File: src/rtl/uart_rx.sv
// uart_rx: oversampling UART receiver (idle-high, start, Data_width data bits
// LSB first, optional parity, one stop bit). Prescale clocks per bit.
// Optional build macro UART_RX_MAJORITY_EN: 2-of-3 majority vote per bit
// instead of a single mid-bit sample.
module uart_rx #(
    parameter int unsigned Data_width = 8
) (
    input  logic                  CLK,
    input  logic                  RST,
    input  logic                  RX_IN,
    input  logic                  PAR_EN,
    input  logic                  PAR_TYP,
    input  logic [5:0]            Prescale,
    output logic [Data_width-1:0] P_DATA,
    output logic                  data_valid,
    output logic                  par_err,
    output logic                  stp_err
);

    localparam int unsigned BIT_W = (Data_width > 1) ? $clog2(Data_width) : 1;
    localparam int unsigned CNT_W = 6;

    typedef enum logic [2:0] {
        ST_IDLE,
        ST_START,
        ST_DATA,
        ST_PARITY,
        ST_STOP
    } state_t;

    state_t                  state_q, state_d;
    logic                    rx_meta_q, rx_meta_d;
    logic                    rx_s_q, rx_s_d;
    logic [CNT_W-1:0]        edge_cnt_q, edge_cnt_d;
    logic [BIT_W-1:0]        bit_cnt_q, bit_cnt_d;
    logic [Data_width-1:0]   shift_q, shift_d;
    logic                    par_en_q, par_en_d;
    logic                    par_typ_q, par_typ_d;
    logic [CNT_W-1:0]        presc_q, presc_d;
    logic [Data_width-1:0]   p_data_q, p_data_d;
    logic                    data_valid_q, data_valid_d;
    logic                    par_err_q, par_err_d;
    logic                    stp_err_q, stp_err_d;

    logic                    bit_val_c;
    logic                    at_mid_c;
    logic                    at_end_c;
    logic [CNT_W-1:0]        half_c;
    logic [CNT_W-1:0]        last_c;

    // Two-flop synchroniser for the asynchronous serial line
    always_comb begin
        rx_meta_d = RX_IN;
        rx_s_d    = rx_meta_q;
    end

    // Bit decision points derived from the frame's latched prescale
    assign half_c   = presc_q >> 1;
    assign last_c   = presc_q - CNT_W'(1);
    assign at_mid_c = (edge_cnt_q == half_c);
    assign at_end_c = (edge_cnt_q == last_c);

`ifdef UART_RX_MAJORITY_EN
    logic [1:0] smp_q, smp_d;

    // History of the two previous rx_s samples for the majority vote
    always_comb begin
        smp_d = {smp_q[0], rx_s_q};
    end

    // Sample history register
    always_ff @(posedge CLK or posedge RST) begin
        if (RST) begin
            smp_q <= 2'b11;
        end else begin
            smp_q <= smp_d;
        end
    end

    assign bit_val_c = (smp_q[1] & smp_q[0]) | (smp_q[1] & rx_s_q) | (smp_q[0] & rx_s_q);
`else
    assign bit_val_c = rx_s_q;
`endif

    // Frame FSM: next state, counters, shift register and output updates
    always_comb begin
        state_d      = state_q;
        edge_cnt_d   = edge_cnt_q;
        bit_cnt_d    = bit_cnt_q;
        shift_d      = shift_q;
        par_en_d     = par_en_q;
        par_typ_d    = par_typ_q;
        presc_d      = presc_q;
        p_data_d     = p_data_q;
        data_valid_d = 1'b0;
        par_err_d    = par_err_q;
        stp_err_d    = stp_err_q;

        if (state_q != ST_IDLE) begin
            edge_cnt_d = at_end_c ? '0 : edge_cnt_q + CNT_W'(1);
        end

        case (state_q)
            ST_IDLE: begin
                edge_cnt_d = '0;
                if (!rx_s_q) begin
                    // Detecting cycle is edge 0 of the start bit
                    state_d    = ST_START;
                    edge_cnt_d = CNT_W'(1);
                    bit_cnt_d  = '0;
                    par_err_d  = 1'b0;
                    stp_err_d  = 1'b0;
                    par_en_d   = PAR_EN;
                    par_typ_d  = PAR_TYP;
                    presc_d    = Prescale;
                end
            end
            ST_START: begin
                if (at_mid_c && bit_val_c) begin
                    state_d    = ST_IDLE;
                    edge_cnt_d = '0;
                end else if (at_end_c) begin
                    state_d = ST_DATA;
                end
            end
            ST_DATA: begin
                if (at_mid_c) begin
                    shift_d = {bit_val_c, shift_q[Data_width-1:1]};
                end
                if (at_end_c) begin
                    if (bit_cnt_q == BIT_W'(Data_width - 1)) begin
                        bit_cnt_d = '0;
                        state_d   = par_en_q ? ST_PARITY : ST_STOP;
                    end else begin
                        bit_cnt_d = bit_cnt_q + BIT_W'(1);
                    end
                end
            end
            ST_PARITY: begin
                if (at_mid_c && (bit_val_c != ((^shift_q) ^ par_typ_q))) begin
                    par_err_d = 1'b1;
                end
                if (at_end_c) begin
                    state_d = ST_STOP;
                end
            end
            ST_STOP: begin
                if (at_mid_c && !bit_val_c) begin
                    stp_err_d = 1'b1;
                end
                if (at_end_c) begin
                    state_d = ST_IDLE;
                    if (!par_err_q && !stp_err_q) begin
                        p_data_d     = shift_q;
                        data_valid_d = 1'b1;
                    end
                end
            end
            default: begin
                state_d = ST_IDLE;
            end
        endcase
    end

    // State and datapath registers
    always_ff @(posedge CLK or posedge RST) begin
        if (RST) begin
            state_q      <= ST_IDLE;
            rx_meta_q    <= 1'b1;
            rx_s_q       <= 1'b1;
            edge_cnt_q   <= '0;
            bit_cnt_q    <= '0;
            shift_q      <= '0;
            par_en_q     <= 1'b0;
            par_typ_q    <= 1'b0;
            presc_q      <= '0;
            p_data_q     <= '0;
            data_valid_q <= 1'b0;
            par_err_q    <= 1'b0;
            stp_err_q    <= 1'b0;
        end else begin
            state_q      <= state_d;
            rx_meta_q    <= rx_meta_d;
            rx_s_q       <= rx_s_d;
            edge_cnt_q   <= edge_cnt_d;
            bit_cnt_q    <= bit_cnt_d;
            shift_q      <= shift_d;
            par_en_q     <= par_en_d;
            par_typ_q    <= par_typ_d;
            presc_q      <= presc_d;
            p_data_q     <= p_data_d;
            data_valid_q <= data_valid_d;
            par_err_q    <= par_err_d;
            stp_err_q    <= stp_err_d;
        end
    end

    assign P_DATA     = p_data_q;
    assign data_valid = data_valid_q;
    assign par_err    = par_err_q;
    assign stp_err    = stp_err_q;

endmodule

File: config.mk
export PLATFORM = sky130hd
export DESIGN_NAME = uart_rx
export DESIGN_NICKNAME = d
export VERILOG_FILES = /design/src/rtl/uart_rx.sv
export SDC_FILE = /design/constraint.sdc
export NUM_CORES = 1
export LEC_CHECK = 0
export BUFFER_PORTS_ARGS = -buffer_cell sky130_fd_sc_hd__clkbuf_2
export CELL_PAD_IN_SITES_DETAIL_PLACEMENT = 1
export CELL_PAD_IN_SITES_GLOBAL_PLACEMENT = 1
export CORE_UTILIZATION = 50
export DETAILED_ROUTE_END_ITERATION = 7
export HOLD_SLACK_MARGIN = 0.06
export PLACE_DENSITY_LB_ADDON = 0.1
export SKIP_CTS_REPAIR_TIMING = 1
export SLEW_MARGIN = 10
export SYNTH_ARGS = -nofsm -noshare
export SYNTH_HDL_FRONTEND = slang
export SYNTH_SLANG_ARGS = --single-unit
File: constraint.sdc
create_clock -name CLK -period 6.8 [get_ports CLK]
set_input_delay 0.34 -clock CLK [delete_from_list [all_inputs] [get_ports CLK]]
set_output_delay 0.34 -clock CLK [all_outputs]
set_load 0.05 [all_outputs]
=== Word level (Yosys, flattened, before mapping) ===
Cells that the tools add are included.

* $add $sub $neg: 3
* Eq/ne operators: 16
* Multiplexer cells: 26
* Reductions and logical operators: 20
* Bitwise logic cells: 2

{| class="wikitable"
|+ Operator list
! operator !! number
|-
| $mux W3 || 11
|-
| $mux W6 || 3
|-
| $pmux W3 S5 || 1
|-
| $ne A2 B2 Y1 const B || 7
|-
| $pmux W6 S2 || 1
|-
| $reduce_and A3 Y1 || 4
|-
| $reduce_xor A8 Y1 || 1
|-
| $mux W1 || 7
|-
| $add A6 B1 Y6 const B || 1
|-
| $eq A3 B2 Y1 const B || 2
|-
| $eq A3 B3 Y1 const B || 2
|-
| $eq A6 B5 Y1 || 1
|-
| $eq A6 B6 Y1 || 1
|-
| $pmux W3 S2 || 1
|-
| $reduce_and A6 Y1 || 1
|-
| $reduce_bool A2 Y1 || 3
|-
| $sub A6 B1 Y6 const B || 1
|-
| $logic_and A1 B1 Y1 || 4
|-
| $pmux W1 S2 || 2
|-
| $reduce_and A2 Y1 || 2
|-
| $add A3 B1 Y3 const B || 1
|-
| $eq A3 B1 Y1 const B || 1
|-
| $logic_not A1 Y1 || 3
|-
| $logic_not A3 Y1 || 1
|-
| other kinds (5) || 5
|}

* Output and inout bits: 11
* Bits in registers: 41
* Logic and storage cells: 80

=== Longest topological paths before layout ===
Gate-level depths: netlist of the first run.

* Word-level depth: 6
* Depth in mapped cells: 9

=== Worst setup path after synthesis of the first run ===
Ideal clock, no wire load.

* Path type: reg-to-reg
* From: register presc_q[0]
* To: register p_data_q[0], in the netlist P_DATA[0]
* Cell stages (with the launch flop): 9
* Setup time: 125 ps
* Arrival: 1,999 ps
* Clock period less this slack: 2,124 ps
* Path buffers: 1
* Slack: 4,676 ps
* Path through: dfrtp_1 > inv_1 > ha_1 > o21ba_2 > a221oi_1 > a41o_1 > and3b_1 > buf_6 > mux2_4

* Word-level cells in the longest chain between the ends: 3

{| class="wikitable"
|+ Ends and longest elaborated chain
! item !! line !! RTL
|-
| from (decl) || 39 || <nowiki>logic [CNT_W-1:0] presc_q, presc_d;</nowiki>
|-
| from (signal assigned) || 190 || <nowiki>presc_q <= presc_d;</nowiki>
|-
| $sub A6 B1 Y6 || 59 || <nowiki>assign last_c = presc_q - CNT_W'(1);</nowiki>
|-
| $eq A6 B6 Y1 || 61 || <nowiki>assign at_end_c = (edge_cnt_q == last_c);</nowiki>
|-
| $reduce_and A3 Y1 (no source line) || -- ||
|-
| to (signal assigned) || 191 || <nowiki>p_data_q <= p_data_d;</nowiki>
|-
| to (decl) || 40 || <nowiki>logic [Data_width-1:0] p_data_q, p_data_d;</nowiki>
|}

No other way between the ends.
A chain may end at the register's enable or synchronous reset.

=== Final worst setup path of the first run ===
* From: register presc_q[0]
* To: register p_data_q[7], in the netlist P_DATA[7]

Same word-level chain as after synthesis.

==> results of run 1 <==
==> cells by family after synthesis <==
logic type,count (synthesis)
compound gates,28
xor+xnor,26
fa+ha+maj,4
buf+inv,16
flops,41
mux,23
simple gates,47
==> sequential cells by signal (all words and copies together) (netlist names) <==
name        count
bit_val_c       1
par_typ_q       1
edge_cnt_q      6
state_q         3
par_err         1
bit_cnt_q       3
P_DATA          8
stp_err         1
presc_q         6
data_valid      1
par_en_q        1
rx_meta_q       1
shift_q         8
==> metal layers <==
metal  track usage [%]  vias to the layer above  routed length, um
met5                 0                        -                  0
met4             8.777                        0                 63
met3             4.561                        7                134
met2             38.00                       25               2187
met1             30.00                      737               2210
li1                  -                      688                  -
==> worst max-delay path: cells and delay by family, from the launching register on <==
kind	cells	cell delay (ns)
AO/OA/AOI/OAI	3	0.83
AND/OR/NAND/NOR	1	0.57
flip-flops	1	0.43
multiplexers	1	0.35
adder cells (fa/ha/maj)	1	0.25
buffers and inverters	1	0.08
==> area by class of cell <==
type	instances	area share, %
Clock inverter	1	0.2134
Clock buffer	7	3.255
Multi-Input combinational cell	128	44.08
Tap cell	50	2.668
Timing Repair Buffer	22	4.803
Inverter	7	1.121
Sequential cell	41	43.86
==> per-stage QoR <==
stage / cell area, um2 / power [mW] / utilization (%) / hold slack [ns] / setup slack, ns
after detailed placement: 2263 / 0.7370 / 55.78 / 0.3472 / 4.180
after CTS: 2345 / 0.8965 / 57.79 / 0.1190 / 4.163
after global placement: 2263 / 0.7140 / 55.78 / 0.3462 / 4.348
final: 2345 / 0.8895 / 57.79 / 0.1304 / 4.164
after floorplan: 2138 / 0.6555 / - / 0.3445 / 4.676
after global routing: 2345 / 0.9472 / 57.79 / 0.1169 / 4.057
==> cell usage after synthesis, types with 2 or more instances <==
| library cell | n |
|---|---|
| o21ai_0 | 7 |
| and3_1 | 2 |
| dfstp_2 | 2 |
| ha_1 | 4 |
| mux2_4 | 8 |
| clkbuf_1 | 6 |
| a21oi_1 | 5 |
| xnor2_1 | 13 |
| inv_1 | 7 |
| nand3_1 | 4 |
| nor2_1 | 11 |
| mux2_2 | 14 |
| o211ai_1 | 2 |
| dfrtp_1 | 39 |
| xor2_1 | 13 |
| a221o_1 | 3 |
| nor3_1 | 3 |
| nand2_1 | 12 |
| buf_6 | 2 |
==> how the worst max path moves through the flow <==
| stage | from | to | slack (ns) | cells past startpoint |
|---|---|---|---|---|
| 6_report | presc_q[0] | P_DATA[7] | 4.16 | 7 |
| 5_1_grt | presc_q[1] | P_DATA[7] | 4.06 | 7 |
| 4_1_cts | presc_q[0] | P_DATA[7] | 4.16 | 7 |
| 3_5_place_dp | presc_q[0] | P_DATA[7] | 4.18 | 7 |
| 3_3_place_gp | presc_q[0] | P_DATA[5] | 4.35 | 7 |
| 2_1_floorplan | presc_q[0] | P_DATA[0] | 4.68 | 8 |
==> where the power goes <==
part,total (mW),switching (mW),leakage (nW),internal [mW]
clock,0.155,0.0829,0.0422,0.0721
combinational,0.357,0.200,0.537,0.157
sequential,0.378,0.0846,0.542,0.293
==> flow_summary.json, run 1 <==
{
  "outcome": "complete, no violations",
  "fin_crit_ns": 2.636,
  "ctsLongestPathBuffers": 2,
  "syn-num-nets": 200,
  "core_mm2": 0.004058,
  "final_cell_mix": "dfrtp_1 (39), clkbuf_2 (21), mux2_2 (14)",
  "multi_input_area_mm2": 0.001033,
  "critPathLaunchType": "flip-flop",
  "synth_cell_types": 47,
  "r2r_end": "P_DATA[7]",
  "skew_ns": 0.006975,
  "die_area_mm2": 0.004542,
  "clock.fmax_ghz": 0.3793,
  "fill_cells": 441,
  "final_layout_size_suffix_gt1_share_pct": 29.13,
  "ff_latch_area_mm2": 0.001028,
  "endpoint_kind": "flip-flop",
  "hpwl_um": 3274,
  "synth-simple-area-share_pct": 12.52,
  "drt-vias-per-instance": 5.691,
  "seq_area_frac_synth_pct": 48.10,
  "overflow": 0,
  "layout_commonest_cell": "dfrtp_1",
  "synth_xor_area_share_pct": 10.65,
  "antenna_found_initial": 0,
  "wl_um": 4596,
  "cts_buffers": 5,
  "initial_utilization_pct": 52.70,
  "grt_pass1_vias": 1561,
  "synth_top_area_share_pct": 45.64,
  "grt_pass1_wl_um": 7527,
  "slew_violations": 0,
  "worstSetupPathType": "flip-flop to flip-flop",
  "setup_tns_ns": 0,
  "relSlewSlack_pct": 36.44,
  "io_buffers": 21,
  "wl_per_cell_um": 17.95,
  "syn_to_final_growth_pct": 9.655,
  "synth_compound_area_share_pct": 9.362,
  "crit_chain": "inv_1 -> ha_1 -> o21ba_2 -> a221oi_1 -> a41o_1 -> and3b_1 -> mux2_4",
  "antenna_cells": 0,
  "fin_cells": 256,
  "antenna_left": 0,
  "ys_async_sr_fraction_pct": 100.0,
  "clkTransAtPathRegs_ns": 0.08,
  "drt-initial-drc-count": 94,
  "syn_area_mm2": 0.002138,
  "synth_area_leaders": "dfrtp_1 (46%), mux2_2 (7.4%), mux2_4 (5.6%)",
  "cts_tree": "yes",
  "min_to": "rx_meta_q",
  "p_leak_nw": 1.122,
  "clock-sinks": 41,
  "rsz0062_at_grt": "false",
  "cp_slowest_stage_delay_ns": 0.57,
  "slowest_stage": "and3b_1",
  "synth_top_area_cell": "dfrtp_1",
  "gp_congestion": 0.9167,
  "dp.cells": 248,
  "cts_root_buffer": "clkbuf_8",
  "crit_arrival_ns": 2.81,
  "muxShareOfSynthArea_pct": 13.46,
  "dr_total_vias": 1457,
  "htreeDepth": 2,
  "period_share_pct": 38.77,
  "synth_edf_count": 0,
  "grt_use_total_pct": 23.15,
  "ys_seq_elements": 41,
  "ir_worst_vdd_mv": 0.2069,
  "hold_path.class": "input pin to flip-flop",
  "tightest_slew_ns": 0.9498,
  "ys.flop_type": "dfrtp_1",
  "crit_fanout": 9,
  "grt_max_degree": 42,
  "r2r_slack_ns": 4.16,
  "io_pins": 22,
  "reg2regPathDepth": 7,
  "cap_violations": 0,
  "cp.required_ns": 6.97,
  "rows": 23,
  "finalNetCount": 220,
  "route.detailed.drc": 0,
  "synth_top_family_by_area": "multiplexers",
  "clk_latency_ns": 0.29,
  "drt_pre_antenna_iters": 4,
  "power_density_mw_per_mm2": 379.4,
  "finalSetupViolCount": 0,
  "syn_avg_cell_area_um2": 11.56,
  "r2r-start": "presc_q[0]",
  "timing.final.hold_violations": 0,
  "min_from": "RX_IN",
  "die_w_um": 67.40,
  "synth_fa_ha_area_share_pct": 2.341,
  "yosys_warnings": 0,
  "die_y_um": 67.40,
  "postSynthCellCount": 185,
  "holdPathStages": 1
}
No activity file was read; power rests on OpenSTA's default activity.
==> run 2: changes to the inputs <==
--- a/config.mk
+++ b/config.mk
@@ -8,7 +8,7 @@
 export BUFFER_PORTS_ARGS = -buffer_cell sky130_fd_sc_hd__clkbuf_2
 export CELL_PAD_IN_SITES_DETAIL_PLACEMENT = 1
 export CELL_PAD_IN_SITES_GLOBAL_PLACEMENT = 1
-export CORE_UTILIZATION = 50
+export CORE_UTILIZATION = 47
 export DETAILED_ROUTE_END_ITERATION = 7
 export HOLD_SLACK_MARGIN = 0.06
 export PLACE_DENSITY_LB_ADDON = 0.1
==> constraint.sdc (replaced) <==
create_clock -name CLK -period 2.7 [get_ports CLK]
set_input_delay 0.135 -clock CLK [delete_from_list [all_inputs] [get_ports CLK]]
set_output_delay 0.135 -clock CLK [all_outputs]
set_load 0.05 [all_outputs]
==> flow_summary.json, run 2 (synthesized netlist as in run 1, its figures left out) <==
{
  "skew_ns": 0.006731,
  "antenna_left": 0,
  "wl_per_cell_um": 16.83,
  "power_mw": 2.328,
  "ir_worst_vdd_mv": 0.4042,
  "wl_met2_um": 2168,
  "crit_fanout": 9,
  "clkTransAtPathRegs_ns": 0.08,
  "die_w_um": 69.45,
  "hold_path.class": "input pin to flip-flop",
  "period_share_pct": 89.65,
  "ff_latch_area_mm2": 0.001028,
  "finalSetupViolCount": 0,
  "rows": 24,
  "relSlewSlack_pct": 65.60,
  "cap_violations": 0,
  "dr_total_vias": 1422,
  "timing.final.ws_setup_ns": 0.2794,
  "drt-vias-per-instance": 5.427,
  "setup_tns_ns": 0,
  "endpoint_kind": "flip-flop",
  "grt_pass1_vias": 1558,
  "initial_utilization_pct": 49.11,
  "antenna_cells": 0,
  "outcome": "complete, no violations",
  "cp_slowest_stage_delay_ns": 0.44,
  "crit_chain": "inv_1 -> ha_1 -> o21ba_2 -> a221oi_1 -> a41o_1 -> and3b_1 -> buf_4 -> mux2_4",
  "antenna_found_initial": 0,
  "rsz0062_at_grt": "false",
  "cts_root_buffer": "clkbuf_8",
  "die_y_um": 69.45,
  "crit_arrival_ns": 2.60,
  "clock-sinks": 41,
  "cp.required_ns": 2.88,
  "whs_ns": 0.06978,
  "slowest_stage": "dfrtp_1",
  "syn_to_final_growth_pct": 12.93,
  "dr_wl_met3_um": 114,
  "multi_input_area_mm2": 0.001033,
  "tightest_slew_ns": 0.5159,
  "io_pins": 22,
  "critPathLaunchType": "flip-flop",
  "cts_buffers": 5,
  "power_density_mw_per_mm2": 964.0,
  "finalNetCount": 225,
  "p_leak_nw": 1.157,
  "core_mm2": 0.004354,
  "htreeDepth": 2,
  "die_area_mm2": 0.004823,
  "fill_cells": 474,
  "timing.final.hold_violations": 0,
  "clock.fmax_ghz": 0.4131,
  "slew_violations": 0,
  "routed.top_layer": "met4",
  "grt_pass1_wl_um": 7672,
  "layout_commonest_cell": "dfrtp_1",
  "gp_congestion": 0.8745,
  "clk_latency_ns": 0.29,
  "place_ws_ns": 0.3150,
  "cts_tree": "yes",
  "grt_max_degree": 42,
  "hpwl_um": 3228,
  "r2r_slack_ns": 0.28,
  "wl_met1_um": 2091,
  "worstSetupPathType": "flip-flop to flip-flop",
  "overflow": 0,
  "drt_pre_antenna_iters": 4,
  "fin_crit_ns": 2.421,
  "route.detailed.drc": 0,
  "ctsLongestPathBuffers": 2,
  "grt_use_total_pct": 20.20,
  "fin_cells": 262,
  "final_layout_size_suffix_gt1_share_pct": 30.00,
  "wl_um": 4409,
  "drt-initial-drc-count": 64,
  "io_buffers": 21,
  "final_cell_mix": "dfrtp_1 (39), clkbuf_2 (21), mux2_2 (14)",
  "dp.cells": 252
}
[run 2: area by class of cell]
cell class                      instances  area share (%)
Inverter                                7           1.088
Sequential cell                        41           42.59
Clock buffer                            5           2.850
Clock inverter                          2           1.451
Tap cell                               52           2.694
Timing Repair Buffer                   27           6.528
Multi-Input combinational cell        128           42.80
[run 2: worst paths after layout]
path / startpoint / endpoint / cells after the start
setup / recovery: presc_q[0] / P_DATA[6] / 8
hold / removal: Prescale[3] / presc_q[3] / 2
setup reg to reg: presc_q[0] / P_DATA[6] / 8
hold reg to reg: rx_meta_q / bit_val_c / 0
max in group asynchronous: RST / bit_val_c / 4
min in group asynchronous: RST / par_typ_q / 4
[run 2: report_power, final]
| part | switching, mW | internal, mW |
|---|---|---|
| Sequential | 0.209 | 0.738 |
| Combinational | 0.501 | 0.405 |
| Clock | 0.206 | 0.269 |
| Total | 0.916 | 1.41 |
[run 2: metrics by stage]
stage          instance area, um2  util (%)
4_1_cts                      2385     54.77
6_report                     2415     55.46
2_1_floorplan                2138         -
3_3_place_gp                 2281     52.39
5_1_grt                      2415     55.46
3_5_place_dp                 2281     52.39
[run 2: per-layer routing]
metal | up-vias | GRT usage [%]
met3 | 4 | 4.506
met4 | 0 | 4.082
met5 | - | 0
met1 | 700 | 27.13
met2 | 20 | 33.66
li1 | 698 | -
[run 2: worst max-delay path, delay by kind of cell, from the launching register on]
kind / cells / cell delay (ns)
simple gates: 1 / 0.21
compound gates: 3 / 0.79
flops: 1 / 0.44
buf+inv: 2 / 0.29
mux: 1 / 0.32
fa+ha+maj: 1 / 0.25
